**config.mk**
```make
export PLATFORM = sky130hd
export DESIGN_NAME = scrambler_tx
export DESIGN_NICKNAME = d
export VERILOG_FILES = /design/src/rtl/serdes_pcs_pkg.sv /design/src/rtl/scr_lfsr_step.sv /design/src/rtl/scrambler_tx.sv
export SDC_FILE = /design/constraint.sdc
export NUM_CORES = 1
export LEC_CHECK = 0
export BUFFER_PORTS_ARGS = -buffer_cell sky130_fd_sc_hd__buf_4
export CAP_MARGIN = 20
export CORE_UTILIZATION = 57
export CTS_CLUSTER_SIZE = 12
export DETAILED_ROUTE_END_ITERATION = 8
export GPL_TIMING_DRIVEN = 0
export PLACE_DENSITY = 0.84
export SYNTH_ARGS = -nofsm -noshare
export SYNTH_HDL_FRONTEND = slang
export SYNTH_SLANG_ARGS = --single-unit
```
**constraint.sdc**
```tcl
create_clock -name clk_390p625M -period 6.85 [get_ports clk_390p625M]
set_clock_uncertainty 0.05 [all_clocks]
set_input_delay 1.0275 -clock clk_390p625M [delete_from_list [all_inputs] [get_ports clk_390p625M]]
set_output_delay 1.0275 -clock clk_390p625M [all_outputs]
set_load 0.1 [all_outputs]
```
**src/rtl/serdes_pcs_pkg.sv**
```systemverilog
// Shared PCS TX definitions: idle_b pattern, scrambler polynomial taps, TX FSM states.
package serdes_pcs_pkg;

  localparam int unsigned LANE_WIDTH = 62;
  localparam int unsigned POLY_WIDTH = 58;
  localparam int unsigned TAP_A      = 38;
  localparam int unsigned TAP_B      = 57;

  // MSB of the literal lands on index 0, the first bit on the wire.
  localparam logic [0:LANE_WIDTH-1] IDLE_B_WORD = {6'h2C, {7{8'hBC}}};

  typedef enum logic [0:0] {
    TRAIN,
    DATA
  } tx_state_t;

endpackage

```
**src/rtl/scr_lfsr_step.sv**
```systemverilog
// One lane word through the self-synchronising scrambler G(x) = x^58 + x^39 + 1,
// bit 0 first. Purely combinational; the caller registers word_out and lfsr_out.
module scr_lfsr_step
  import serdes_pcs_pkg::*;
(
  input  logic [0:LANE_WIDTH-1]   word,
  input  logic [POLY_WIDTH-1:0]   lfsr_in,
  input  logic                    bypass,
  output logic [0:LANE_WIDTH-1]   word_out,
  output logic [POLY_WIDTH-1:0]   lfsr_out
);

  logic [POLY_WIDTH-1:0] lfsr_v;
  logic                  bit_v;

  // Unrolled per-bit scramble; the register always absorbs the emitted bit, even in bypass.
  always_comb begin
    lfsr_v   = lfsr_in;
    bit_v    = 1'b0;
    word_out = '0;
    for (int unsigned i = 0; i < LANE_WIDTH; i++) begin
      bit_v       = bypass ? word[i] : (word[i] ^ lfsr_v[TAP_A] ^ lfsr_v[TAP_B]);
      word_out[i] = bit_v;
      lfsr_v      = {lfsr_v[POLY_WIDTH-2:0], bit_v};
    end
    lfsr_out = lfsr_v;
  end

endmodule

```
**src/rtl/scrambler_tx.sv**
```systemverilog
// TX PCS scrambler: training-burst FSM, idle_b insertion, one output register stage.
// Optional feature: define SCRAMBLER_BYPASS_EN to add the scrambler_bypass input.
module scrambler_tx
  import serdes_pcs_pkg::*;
#(
  parameter int unsigned DATA_WIDTH  = 62,
  parameter int unsigned TRAIN_WORDS = 16
) (
  input  logic                  clk_390p625M,
  input  logic                  rst,
`ifdef SCRAMBLER_BYPASS_EN
  input  logic                  scrambler_bypass,
`endif
  input  logic [0:DATA_WIDTH-1] data_in,
  input  logic                  data_in_valid,
  output logic                  data_in_ready,
  input  logic                  train_req,
  output logic [0:DATA_WIDTH-1] scrambled_data_out,
  output logic                  scrambled_valid,
  output logic                  tx_link_up
);

  localparam logic [15:0] TRAIN_LOAD = 16'(TRAIN_WORDS);

  tx_state_t              state_q, state_d;
  logic [15:0]            cnt_q, cnt_d, cnt_eff;
  logic [POLY_WIDTH-1:0]  lfsr_q, lfsr_d;
  logic [0:DATA_WIDTH-1]  out_q, out_d;
  logic                   valid_q, valid_d;
  logic                   link_q, link_d;
  logic [0:DATA_WIDTH-1]  word_sel;
  logic                   bypass_w;

`ifdef SCRAMBLER_BYPASS_EN
  assign bypass_w = scrambler_bypass;
`else
  assign bypass_w = 1'b0;
`endif

  assign data_in_ready      = (state_q == DATA);
  assign scrambled_data_out = out_q;
  assign scrambled_valid    = valid_q;
  assign tx_link_up         = link_q;

  scr_lfsr_step u_step (
    .word     (word_sel),
    .lfsr_in  (lfsr_q),
    .bypass   (bypass_w),
    .word_out (out_d),
    .lfsr_out (lfsr_d)
  );

  // Next-state, counter and word select.
  // A train_req in TRAIN restarts the burst with the current idle word as its first word,
  // so the count is reloaded and decremented on the same edge.
  always_comb begin
    state_d  = state_q;
    cnt_d    = cnt_q;
    cnt_eff  = cnt_q;
    word_sel = IDLE_B_WORD;
    case (state_q)
      TRAIN: begin
        cnt_eff = train_req ? TRAIN_LOAD : cnt_q;
        if (cnt_eff == 16'd1) begin
          state_d = DATA;
          cnt_d   = TRAIN_LOAD;
        end else begin
          cnt_d = cnt_eff - 16'd1;
        end
      end
      DATA: begin
        if (data_in_valid) word_sel = data_in;
        if (train_req) begin
          state_d = TRAIN;
          cnt_d   = TRAIN_LOAD;
        end
      end
      default: begin
        state_d = TRAIN;
        cnt_d   = TRAIN_LOAD;
      end
    endcase
    valid_d = 1'b1;
    link_d  = (state_d == DATA);
  end

  // State and counter registers.
  always_ff @(posedge clk_390p625M or posedge rst) begin
    if (rst) begin
      state_q <= TRAIN;
      cnt_q   <= TRAIN_LOAD;
    end else begin
      state_q <= state_d;
      cnt_q   <= cnt_d;
    end
  end

  // Output word, LFSR and status registers.
  always_ff @(posedge clk_390p625M or posedge rst) begin
    if (rst) begin
      lfsr_q  <= '1;
      out_q   <= '0;
      valid_q <= 1'b0;
      link_q  <= 1'b0;
    end else begin
      lfsr_q  <= lfsr_d;
      out_q   <= out_d;
      valid_q <= valid_d;
      link_q  <= link_d;
    end
  end

endmodule

```
## Yosys cells after proc, flatten, opt, wreduce, memory -nomap -nowiden

Index checks and enable logic that the tools add are counted.

- Register bits: 138

- Add/sub/neg operators: 1
- Muxes and demuxes: 8
- Eq/ne operators: 1
- Bitwise logic cells: 125

Operators with widths:

| cell | number |
|---|---|
| $mux 62 | 2 |
| $xor 1x1->1 | 124 |
| $mux 16 | 2 |
| $pmux 16 s2 | 1 |
| $eq 16x1->1 const B | 1 |
| $sub 16x1->16 const B | 1 |
| $mux 1 | 2 |
| $pmux 1 s2 | 1 |
| $not 1->1 | 1 |

## Logic depth before layout (Yosys ltp)

- Depth in word-level cells: 6
- Mapped depth: 9

## Hierarchy

A second synthesis with hierarchy kept.

- Cell total of the unflattened synthesis: 578
- Area total of the unflattened synthesis: 6,593.8 um^2

By module, submodules not included:

| module | area each (um^2) | times used | sequential area each (um^2) | cells each |
|---|---|---|---|---|
| scrambler_tx | 4,518.1 | 1 | 3,527.1 | 299 |
| scr_lfsr_step | 2,075.7 | 1 | 0.0 | 279 |

## Least setup slack after synthesis

Ideal clock, no wire load.

- Kind: input to register
- Start: input port train_req
- End: register cnt_q[12]
- Required time: 6.664 ns
- Slack: 4.153 ns
- Arrival: 2.511 ns
- Stages: 8
- Buffers on the path: 1
- Cell sequence: buf_1 -> inv_1 -> nand2_1 -> ha_1 -> nor2b_1 -> nand4_1 -> o311ai_0 -> a21oi_1

- Longest elaborated chain between the ends: 4
- Elaborated cells on any way between the ends: 5

RTL lines:

| item | line | source |
|---|---|---|
| start: declaration | scrambler_tx.sv:17 | `input logic train_req,` |
| $mux 16 * | - |  |
| $sub 16x1->16 / $eq 16x1->1 (equally long branches) | scrambler_tx.sv:68, scrambler_tx.sv:64 |  |
| $mux 16 | scrambler_tx.sv:64 | `if (cnt_eff == 16'd1) begin` |
| $pmux 16 s2 * | scrambler_tx.sv:61 | `case (state_q)` |
| net cnt_d[12] | scrambler_tx.sv:26 | `logic [15:0] cnt_q, cnt_d, cnt_eff;` |
| end signal: assignment | scrambler_tx.sv:94 | `cnt_q <= cnt_d;` |
| end: declaration | scrambler_tx.sv:26 |  |

The timed path passes the listed nets; every way through them passes the cells marked *.

## Worst setup path after layout

Same ends and word-level chain as after synthesis.

==> run summary <==
Status - finished, final reports clean
Area of the die - 9990 sq um
CORE AREA - 9280 sq um
Wire per inst - 18.4 um
Crit path required time - 7.18 ns
H-tree Lvls - 4
Crit path time final - 2.95 ns
Post-route ant nets - 0
Hold-fix buffers, CTS - 0
Via density - 5.19
Final hold violations - 0
Global route overflow - 0
Clk Latency, worst-skew pair - 0.52 ns
Vias in the first global route - 3912
Crit path max-delay cell type - buf_1
Fraction of layout instances using a drive strength above 1 - 39.7%
Die width - 99.9 um
CP Cell Sequence - buf_4, buf_1, inv_1, nand2_1, ha_1, nor2b_1, nand4_1, o311ai_0, a21oi_1
Yosys reg bits - 138
Critical path buffer and inverter count - 3
Drt pass-1 iters - 4
Filler Cells Inserted - 565
TritonCTS sink count - 138
Area Overhead vs Synth - 32.6%
Final nets - 638
Root buffer selected by CTS - clkbuf_8
Most common cell after layout, fill and taps aside - buf_4
Final setup fails - 0
Global Route Usage Sum - 27.6%
# Post-CTS Setup Buffers - 0
Gpl congestion - 0.859
Post-Syn Area - 5470 sq um
Setup TNS Final - 0 ns
Hold/Removal Path Class - in2async
Syn nets - 488
Final period util - 43.0%
Clock transition at path regs - 0.06 ns
CTS buffer count - 17
N_diodes - 0
Asr flop ratio synth - 100%
Most frequent cells in the layout - buf_4, dfrtp_1, xnor2_1
Cells after synthesis - 420
Global-route wire length before repair - 19.9 mm
CP Class - in2reg
Rows - 35
Routed wire length - 13.1 mm
Vias - 3691
Die height - 99.9 um
TritonCTS clock tree - yes
RSZ-0062 raised after global routing - false
Initial Util - 58.9%
Achievable Freq - 0.340 GHz
Post-synth cell types - 42
Post-route DRC - 0
Worst Path Arrival - 3.27 ns
Worst setup EP type - register
Placement Cell Area - 6640 sq um
Starting DRT DRC Count - 206
# port buffers - 130
CTS max path bufs - 2
CTS resizes - 0
Fin Hold WS - 0.459 ns
EDFF count, synth - 0
Top_reg_cell synth - dfrtp_1
Syn_area_per_cell - 13.0 sq um
Initial antenna violation count - 0
Detailed Place HPWL - 8.66 mm
Largest net degree at the start of global routing - 94
Post-route design area - 7250 sq um
Slew Limit Fails - 0
CP Launch Type - primary input
Crit path max-delay family - simple AND/OR/NAND/NOR gates
Final core occ - 78.1%
Maxcap violations - 0
I/O pin total - 131
Syn. warnings - 0
CP peak stage delay - 0.43 ns
Least-Margin Pin Slew - 0.809 ns
Seq/Total Area, Yosys - 64.5%
CP max FO - 10
Max_slew headroom - 46.1%
-- cell families (layout without fill, tap and decap cells) --
| group | after synthesis | after routing | share of synthesized area [%] |
|---|---|---|---|
| AO/OA/AOI/OAI | 28 | 28 | 3.69 |
| XOR/XNOR | 125 | 125 | 20.6 |
| adder cells (fa/ha/maj) | 2 | 2 | 0.458 |
| buffers and inverters | 18 | 180 | 1.37 |
| flip-flops | 138 | 138 | 64.5 |
| multiplexers | 1 | 1 | 0.206 |
| other | 1 | 1 | 0.0686 |
| AND/OR/NAND/NOR | 107 | 107 | 9.13 |
-- per-stage QoR --
step           setup slack, ns  cells
3_3_place_gp             0.856    679
6_report                  3.90    711
2_1_floorplan             2.17    420
3_5_place_dp              3.48    680
4_1_cts                   4.01    711
5_1_grt                   3.70    711
-- per-layer routing --
| layer | vias to the layer above | GRT usage [%] | wire length [um] | part of all wire [%] |
|---|---|---|---|---|
| met5 | - | 0 | 0 | 0 |
| met1 | 1859 | 32.5 | 5160 | 39 |
| li1 | 1654 | - | - | - |
| met2 | 154 | 46.9 | 6810 | 52 |
| met4 | 0 | 11.4 | 233 | 1.8 |
| met3 | 24 | 9.05 | 871 | 6.7 |
-- state kept, by name, summed over array words and instances (netlist names) --
name	count
lfsr_q	58
scrambled_data_out	62
tx_link_up	1
cnt_q	16
scrambled_valid	1
-- area by class of cell --
cell class | count | area, sq um | area share, %
Sequential cell | 138 | 3530 | 48.7
Multi-Input combinational cell | 264 | 1860 | 25.7
Timing Repair Buffer | 131 | 1000 | 13.8
Clock buffer | 18 | 418 | 5.76
Clock inverter | 13 | 195 | 2.69
Tap cell | 129 | 161 | 2.23
Buffer | 11 | 48.8 | 0.673
Inverter | 7 | 31.3 | 0.431
-- Yosys cell counts (2+ instances only) --
master | count | area share [%]
nor2_1 | 43 | 3.0
nand2_1 | 34 | 2.3
buf_1 | 2 | 0.14
o21ai_0 | 4 | 0.37
a2bb2oi_1 | 2 | 0.32
or2_2 | 2 | 0.23
nand2b_1 | 3 | 0.34
inv_1 | 7 | 0.48
o311ai_0 | 3 | 0.48
buf_4 | 2 | 0.27
xnor2_1 | 70 | 11
nand3b_1 | 3 | 0.41
a21o_1 | 3 | 0.41
nand4_1 | 2 | 0.23
xor2_1 | 53 | 8.5
dfstp_2 | 59 | 28
nor4_1 | 4 | 0.46
ha_1 | 2 | 0.46
o21bai_1 | 4 | 0.55
a21oi_1 | 5 | 0.46
nor3_1 | 6 | 0.55
or3_1 | 2 | 0.23
clkbuf_1 | 7 | 0.48
o211ai_1 | 2 | 0.27
dfrtp_1 | 79 | 36
-- worst register-to-register path, stage by stage, from the launching register on --
cell and delay [ns]:
dfrtp_1 0.46, nand2_1 0.39, clkbuf_1 0.62, buf_1 0.65, nor2_1 0.12, xnor2_1 0.33
-- path summary, 6_finish.rpt --
kind | from | to | slack [ns] | depth (start not counted)
min in group clk_390p625M | cnt_q[14] | cnt_q[14] | 0.55 | 2
max in group asynchronous | rst | lfsr_q[37] | 5.48 | 3
hold reg to reg | cnt_q[14] | cnt_q[14] | 0.55 | 2
setup / recovery | train_req | cnt_q[12] | 3.90 | 9
hold / removal | rst | scrambled_valid | 0.46 | 2
setup reg to reg | tx_link_up | scrambled_data_out[24] | 4.12 | 5
Power is left out: the tool's default activity adds up to more than one toggle a clock period on the data nets, which glitch-free logic cannot reach.
